### src/rtl/dac_dither_pkg.sv
// Shared types and helpers for the SPGD dither sequencer: FSM state encoding,
// counter sizing and the saturating DAC-code adder.
package dac_dither_pkg;

  typedef enum logic [2:0] {
    IDLE,
    P_SETTLE,
    P_HOLD,
    M_SETTLE,
    M_HOLD,
    FIN
  } state_t;

  // One spare bit above the longest window so N-1 always fits.
  function automatic int cnt_width(input int settle_cyc, input int hold_cyc);
    return $clog2((settle_cyc > hold_cyc) ? settle_cyc : hold_cyc) + 1;
  endfunction

  // Unsigned base plus signed offset, clamped to [0, 2^width-1]; width <= 32.
  function automatic logic [31:0] sat_add(input logic [31:0]        base,
                                          input logic signed [33:0] offset,
                                          input int                 width);
    logic signed [33:0] sum;
    logic signed [33:0] top;
    sum = $signed({2'b00, base}) + offset;
    top = (34'sd1 <<< width) - 34'sd1;
    if (sum < 0)
      return '0;
    if (sum > top)
      return top[31:0];
    return sum[31:0];
  endfunction

endpackage

### src/rtl/dac_sat_add.sv
// Saturating DAC-code adder: result = clamp(BASE +/- DELTA). The offset is
// widened by two bits before negation so the most negative DELTA flips cleanly.
module dac_sat_add
  import dac_dither_pkg::*;
#(
  parameter int DAC_WIDTH = 12,
  parameter bit NEGATE    = 1'b0
) (
  input  logic [DAC_WIDTH-1:0] base,
  input  logic [DAC_WIDTH-1:0] offset,
  output logic [DAC_WIDTH-1:0] result
);

  logic signed [DAC_WIDTH+1:0] off_ext;

  always_comb begin
    off_ext = $signed({{2{offset[DAC_WIDTH-1]}}, offset});
    if (NEGATE)
      off_ext = -off_ext;
  end

  assign result = DAC_WIDTH'(sat_add(32'(base), 34'(off_ext), DAC_WIDTH));

endmodule

### src/rtl/dac_dither_sequencer.sv
// SPGD drive sequencer: on START applies BASE+DELTA then BASE-DELTA, each with
// a settle window (averager in reset) followed by a measurement window.
//
// state    | meaning
// IDLE     | waiting for START, DAC_OUT holds last code
// P_SETTLE | plus code applied, averager held in reset
// P_HOLD   | plus code applied, averager running, PHASE=0
// M_SETTLE | minus code applied, averager held in reset
// M_HOLD   | minus code applied, averager running, PHASE=1
// FIN      | DONE pulse, DAC_OUT back at BASE
module dac_dither_sequencer
  import dac_dither_pkg::*;
#(
  parameter int DAC_WIDTH  = 12,
  parameter int SETTLE_CYC = 16,
  parameter int HOLD_CYC   = 1024,
  parameter int RESET_CODE = 2048
) (
  input  logic                 CLK,
  input  logic                 RST,
  input  logic                 START,
  input  logic [DAC_WIDTH-1:0] BASE,
  input  logic [DAC_WIDTH-1:0] DELTA,
  output logic [DAC_WIDTH-1:0] DAC_OUT,
  output logic                 AVG_RST,
  output logic                 MEAS_EN,
  output logic                 PHASE,
  output logic                 BUSY,
  output logic                 DONE
);

  localparam int CW = cnt_width(SETTLE_CYC, HOLD_CYC);
  localparam logic [CW-1:0] SETTLE_LD = CW'(SETTLE_CYC - 1);
  localparam logic [CW-1:0] HOLD_LD   = CW'(HOLD_CYC - 1);
  localparam logic [DAC_WIDTH-1:0] RST_CODE = DAC_WIDTH'(RESET_CODE);

  state_t               state_q, state_d;
  logic [CW-1:0]        cnt_q, cnt_d;
  logic [DAC_WIDTH-1:0] dac_q, dac_d;
  logic [DAC_WIDTH-1:0] base_q, base_d;
  logic [DAC_WIDTH-1:0] delta_q, delta_d;
  logic [DAC_WIDTH-1:0] plus_code, minus_code;
  logic                 cnt_zero;

  // Plus code is needed on the accept edge, so it is built from the live ports.
  dac_sat_add #(.DAC_WIDTH(DAC_WIDTH), .NEGATE(1'b0)) u_plus (
    .base   (BASE),
    .offset (DELTA),
    .result (plus_code)
  );

  dac_sat_add #(.DAC_WIDTH(DAC_WIDTH), .NEGATE(1'b1)) u_minus (
    .base   (base_q),
    .offset (delta_q),
    .result (minus_code)
  );

  assign cnt_zero = (cnt_q == '0);

  always_ff @(posedge CLK) begin
    if (RST) begin
      state_q <= IDLE;
      cnt_q   <= '0;
      dac_q   <= RST_CODE;
      base_q  <= '0;
      delta_q <= '0;
    end else begin
      state_q <= state_d;
      cnt_q   <= cnt_d;
      dac_q   <= dac_d;
      base_q  <= base_d;
      delta_q <= delta_d;
    end
  end

  always_comb begin
    state_d = state_q;
    cnt_d   = cnt_q;
    dac_d   = dac_q;
    base_d  = base_q;
    delta_d = delta_q;
    AVG_RST = 1'b1;
    MEAS_EN = 1'b0;
    PHASE   = 1'b0;
    BUSY    = 1'b1;
    DONE    = 1'b0;
    case (state_q)
      IDLE: begin
        BUSY = 1'b0;
        if (START) begin
          base_d  = BASE;
          delta_d = DELTA;
          dac_d   = plus_code;
          cnt_d   = SETTLE_LD;
          state_d = P_SETTLE;
        end
      end
      P_SETTLE: begin
        if (cnt_zero) begin
          cnt_d   = HOLD_LD;
          state_d = P_HOLD;
        end else begin
          cnt_d = cnt_q - CW'(1);
        end
      end
      P_HOLD: begin
        AVG_RST = 1'b0;
        MEAS_EN = 1'b1;
        if (cnt_zero) begin
          dac_d   = minus_code;
          cnt_d   = SETTLE_LD;
          state_d = M_SETTLE;
        end else begin
          cnt_d = cnt_q - CW'(1);
        end
      end
      M_SETTLE: begin
        PHASE = 1'b1;
        if (cnt_zero) begin
          cnt_d   = HOLD_LD;
          state_d = M_HOLD;
        end else begin
          cnt_d = cnt_q - CW'(1);
        end
      end
      M_HOLD: begin
        AVG_RST = 1'b0;
        MEAS_EN = 1'b1;
        PHASE   = 1'b1;
        if (cnt_zero) begin
          dac_d   = base_q;
          state_d = FIN;
        end else begin
          cnt_d = cnt_q - CW'(1);
        end
      end
      FIN: begin
        DONE    = 1'b1;
        state_d = IDLE;
      end
      default: state_d = IDLE;
    endcase
  end

  assign DAC_OUT = dac_q;

endmodule

### config.mk
export PLATFORM = sky130hd
export DESIGN_NAME = dac_dither_sequencer
export DESIGN_NICKNAME = d
export VERILOG_FILES = /design/src/rtl/dac_dither_pkg.sv /design/src/rtl/dac_sat_add.sv /design/src/rtl/dac_dither_sequencer.sv
export SDC_FILE = /design/constraint.sdc
export NUM_CORES = 1
export LEC_CHECK = 0
export ABC_AREA = 1
export CORE_MARGIN = 2
export CORE_UTILIZATION = 62
export CTS_CLUSTER_SIZE = 14
export DETAILED_ROUTE_END_ITERATION = 16
export PLACE_DENSITY = 0.87
export SLEW_MARGIN = 20
export SYNTH_ARGS = -nofsm -noshare
export SYNTH_HDL_FRONTEND = slang
export SYNTH_SLANG_ARGS = --single-unit
### constraint.sdc
create_clock -name CLK -period 6.9 [get_ports CLK]
set_clock_uncertainty 0.05 [all_clocks]
set_input_delay 2.07 -clock CLK [delete_from_list [all_inputs] [get_ports CLK]]
set_output_delay 2.07 -clock CLK [all_outputs]
set_load 0.02 [all_outputs]
# After elaboration in Yosys (flattened, before gate mapping)
# Index checks and enable logic that the tools add are counted.
# totals
inputBits	27
wordCells	69
register_bits	50
output_inout_bits	17
# op_classes
add_sub_neg	4
eq_ne	11
reduce_logical	11
mux	34
magnitude_cmp	4
# ops
operator	count
2-to-1 mux 12 bit	11
2-to-1 mux 11 bit	4
one-hot mux 11 bit (4 select lines)	1
one-hot mux 12 bit (3 select lines)	1
adder 13 x 14 -> 15 bit	1
> comparator 15 x 13 -> 1 bit (second input constant)	1
less-than comparator 15 x 1 -> 1 bit (second input constant)	1
2-to-1 mux 3 bit	5
one-hot mux 3 bit (5 select lines)	1
adder 13 x 12 -> 14 bit	1
> comparator 14 x 13 -> 1 bit (second input constant)	1
less-than comparator 14 x 1 -> 1 bit (second input constant)	1
negator 12 -> 14 bit	1
inequality test 2 bit (second input constant)	6
zero test 11 bit	1
2-to-1 mux 1 bit	11
subtractor 11 x 1 -> 11 bit (second input constant)	1
equality test 3 x 2 -> 1 bit (second input constant)	2
equality test 3 bit (second input constant)	2
OR reduction 2 bit	3
AND reduction 5 bit	1
AND reduction 4 bit	1
nonzero test 4 bit	1
equality test 3 x 1 -> 1 bit (second input constant)	1
4 further kinds	4

# Logic depth before layout (Yosys ltp)
# depth
depth_word	9
mapped_depth	17
ltp_nobuf	17

# By module
# A second synthesis with hierarchy kept.
# unflattened
cells_unflattened	691
hier_area_um2	4395.5
# by_module_without_submodules
module	instances	area_each_um2	cells_each	seq_area_each_um2
dac_dither_sequencer	1	2558.7	379	1001.0
dac_sat_add (u_minus)	1	984.7	171	0.0
dac_sat_add (u_plus)	1	852.1	141	0.0

# Least setup slack after synthesis
# Ideal clock, no wire load.
# synth_path
path_type	input port to flip-flop
startpoint	input BASE[0]
endpoint	register dac_q[2] (netlist: DAC_OUT[2])
setup_slack_ps	3125
arrival_ps	3610
cell_stages	14
n_path_buf	1
t_required_ps	6735
setup_time_ps	115
path_cell_list	ha_1 fa_1 nand3_1 nand2_1 and3_1 nor2_1 nand2_2 nand2_2 buf_6 nand2_1 nand2_1 nand2_1 nor2_1 nor2_1
# synth_via
elab_chain_cells	8
word_cells_on_any_way	11
classes_between	add/sub: 1; order compare: 2; mux: 8
# synth_lines
element	line	source
start, declared	dac_dither_sequencer.sv:22	input logic [DAC_WIDTH-1:0] BASE,
adder 13 x 12 -> 14 bit (*)	dac_dither_pkg.sv:25	sum = $signed({2'b00, base}) + offset;
> comparator 14 x 13 -> 1 bit	dac_dither_pkg.sv:29	if (sum > top)
2-to-1 mux 1 bit (2 in series)	dac_dither_pkg.sv:29	
2-to-1 mux 12 bit	dac_dither_pkg.sv:31	return sum[31:0];
2-to-1 mux 12 bit (*)	dac_dither_pkg.sv:29	
2-to-1 mux 12 bit (*)	dac_dither_sequencer.sv:90	if (START) begin
one-hot mux 12 bit (3 select lines) (*)	dac_dither_sequencer.sv:87	case (state_q)
end signal, assigned	dac_dither_sequencer.sv:64	dac_q <= RST_CODE;
end signal, assigned	dac_dither_sequencer.sv:70	dac_q <= dac_d;
end, declared	dac_dither_sequencer.sv:39	logic [DAC_WIDTH-1:0] dac_q, dac_d;
# Mark *: on every way between the ends. The rest lies on a longest branch, timed or not. The select of a mux whose other input is x is not followed.
# A chain may end at the register's enable or synchronous reset.

# Worst setup path in the final report
# layout_path
startpoint	register state_q[2]
endpoint	output MEAS_EN
# layout_via
elab_chain_cells	3
word_cells_on_any_way	4
classes_between	eq/ne: 2; mux: 1; reduce/logical: 1
# layout_lines
element	line	source
start, declared	dac_dither_sequencer.sv:37	state_t state_q, state_d;
start signal, assigned	dac_dither_sequencer.sv:68	state_q <= state_d;
equality test 3 bit or equality test 3 x 2 -> 1 bit (tied branches)	dac_dither_sequencer.sv:87	
OR reduction 2 bit (no line) (*)	--	
2-to-1 mux 1 bit (*)	dac_dither_sequencer.sv:87	
end, declared	dac_dither_sequencer.sv:26	output logic MEAS_EN,
# Mark *: on every way between the ends. The rest lies on a longest branch, timed or not.

==> impl_metrics.json <==
{
  "combinationalPowerShare_pct": 64.9,
  "grt_pass1_vias": 3803,
  "tightestPinTransition_ns": 0.914,
  "worstPathMaxFanout": 14,
  "hold_viol": 0,
  "first_iter_violations": 414,
  "worst_ep_required_time_ns": 4.78,
  "min_path_cells": 2,
  "yosys.area_share.xor_xnor_pct": 3.54,
  "drive_gt1_share_pct": 9.17,
  "async_flop_share_pct": 0,
  "fmax_mhz": 234,
  "syn_inst": 617,
  "critPathLaunchType": "flop",
  "internal_power_uw": 930,
  "reg2reg_slack_ns": 4.32,
  "place_hpwl_um": 8330,
  "placedCellCount": 723,
  "clkSinkCount": 50,
  "slew_viol_final": 0,
  "cts_buffers": 5,
  "syn_area_sq_um": 3960,
  "row_count": 29,
  "root_buffer": "clkbuf_8",
  "fin_ws_ns": 2.64,
  "dpl_worst_slack_ns": 2.52,
  "powerDensity_nw_per_um2": 417,
  "p_sw_uw": 962,
  "vias_per_cell": 5.67,
  "num_vias": 4147,
  "dieArea_sq_um": 7050,
  "fin_nets": 709,
  "relSlewSlack_pct": 38.9,
  "status": "finished clean",
  "grt_max_degree": 40,
  "end_kind": "output pin",
  "setup_tns_ns": 0,
  "synthMuxAreaShare_pct": 0,
  "reg2regPathDepth": 13,
  "fill_cells": 526,
  "multi_input_area_sq_um": 2550,
  "fin_util_pct": 72.2,
  "die_w_um": 83.9,
  "insertedDiodeCount": 0,
  "path_clk_slew_ns": 0.10,
  "switching_share_pct": 50.9,
  "synth_edf_count": 0,
  "yosysSeqAreaShare_pct": 25.3,
  "syn_avg_cell_area_sq_um": 6.42,
  "fin_cells": 731,
  "core-area_sq_um": 6280,
  "groute.usage.overall_pct": 30.9,
  "cts_buffer_depth": 2,
  "r2r_end": "DAC_OUT[3]",
  "min_to": "delta_q[3]",
  "cp.arrival_ns": 2.14,
  "post_drt_wl_per_cell_um": 14.5,
  "regArea_sq_um": 1000,
  "cts-resized-gates": 0,
  "synth-seq-cells": 50,
  "drtAntennaViolNets": 0,
  "crit-reg2reg-launch": "base_q[0]",
  "synthAdderAreaFrac_pct": 9.54,
  "drc": 0,
  "cts_setup_buffers": 0,
  "overflow": 0,
  "rsz0062_at_grt": "false",
  "maxCapViolations": 0,
  "portBuffers": 43,
  "tritoncts": "yes",
  "initial_core_util_pct": 63.1,
  "critPathKind": "flop to output pin",
  "clock_latency_ns": 0.31,
  "ys.warnings.count": 0,
  "synth_nets": 673,
  "seqPwrFrac_pct": 23.3,
  "finalCriticalPeriod_ns": 4.26,
  "synth_top_family_by_area": "simple AND/OR/NAND/NOR gates",
  "fin_crit_sh_pct": 61.8,
  "areaGrowthSynthToFinish_pct": 14.4,
  "synthDistinctLibCells": 40,
  "setup_viol": 0,
  "grt_pass1_wl_um": 17800,
  "power_frac_clock_pct": 11.8,
  "synth_compound_area_share_pct": 17.7,
  "hold_start": "delta_q[3]",
  "die_h_um": 83.9,
  "firstDrtPassIters": 5,
  "gp_congestion": 0.921,
  "synthSimpleGateAreaFrac_pct": 33.5,
  "synthFlopType": "dfxtp_1",
  "ir_drop_mv": 0.372,
  "h-tree-depth": 2,
  "cts_hold_buffers": 0,
  "hp-class": "flop to flop",
  "totalWireLength_um": 10600,
  "antenna_found_initial": 0,
  "p_leak_uw": 0.00216,
  "io_pins": 44
}
## cell usage after synthesis (10+ instances only)
library cell    n  area share [%]
nand2_2        11             1.7
a21oi_2        10             2.2
o21ai_0        28             3.5
nand2_1       170              16
inv_2          10            0.95
ha_1           27             8.5
a21oi_1        68             8.6
nand3_1        29             3.7
nor2_1         56             5.3
dfxtp_1        50              25
inv_1          75             7.1
xnor2_1        13             2.9
## how the worst max path moves through the flow
stage,start,endpoint,cells past startpoint
after floorplan,BASE[0],DAC_OUT[2],14
after global placement,BASE[0],DAC_OUT[3],14
after detailed placement,BASE[0],DAC_OUT[10],14
after CTS,state_q[2],MEAS_EN,5
after global routing,state_q[2],MEAS_EN,5
final,state_q[2],MEAS_EN,5
## critical path, stage by stage (launching register included)
cell and delay (ns):
dfxtp_1 0.49, inv_2 0.13, nor2_8 0.31, inv_2 0.09, nand2_2 0.18, clkdlybuf4s50_1 0.64
## logic make-up after synthesis
kind of cell    after synthesis
flops                        50
simple gates                296
xor+xnor                     16
fa+ha+maj                    29
buf+inv                     102
compound gates              124
## power by group through the flow
stage | combinational, uW | clock, uW | sequential (uW)
after floorplan | 913 | 0 | 450
after global placement | 1170 | 0 | 442
after detailed placement | 1190 | 0 | 444
after CTS | 1210 | 222 | 438
after global routing | 1360 | 236 | 450
final | 1230 | 223 | 440
## registers in the layout, summed over array words and instances, names as in the netlist
name and count:
cnt_q 11, base_q 12, delta_q 12, DAC_OUT 12
state_q 3
## layout by cell type, fill, tap and decap left out, types with 6 or more instances in the layout
master	instances
inv_1	75
nand2_1	170
xnor2_1	13
a21oi_2	10
clkbuf_8	6
a21oi_1	68
clkdlybuf4s50_1	43
inv_2	10
o21ai_1	9
dfxtp_1	50
ha_1	27
nand2_2	11
nor2_4	6
nand4_1	7
nor2_1	56
o21ai_0	28
nand3_1	29
## layout make-up
type,instances,area share [%]
clock buffer,6,1.82
inverter,87,7.29
sequential,50,22.1
timing repair buffer,44,9.66
tap,77,2.13
multi-input combinational,465,56.2
clock inverter,2,0.856
## through the flow
step	area, sq um	total power (uW)	hold slack [ns]
2_1_floorplan	3960	1360	0.383
3_5_place_dp	4410	1640	0.406
6_report	4530	1890	0.417
3_3_place_gp	4410	1610	0.399
5_1_grt	4530	2050	0.439
4_1_cts	4530	1870	0.420
## layer usage
metal | track usage [%] | part of all wire, %
met5 | 0 | 0
met3 | 3.66 | 6.4
met1 | 42.2 | 46
met2 | 50.8 | 46
met4 | 9.82 | 1.7
No activity file was read; power rests on OpenSTA's default activity.
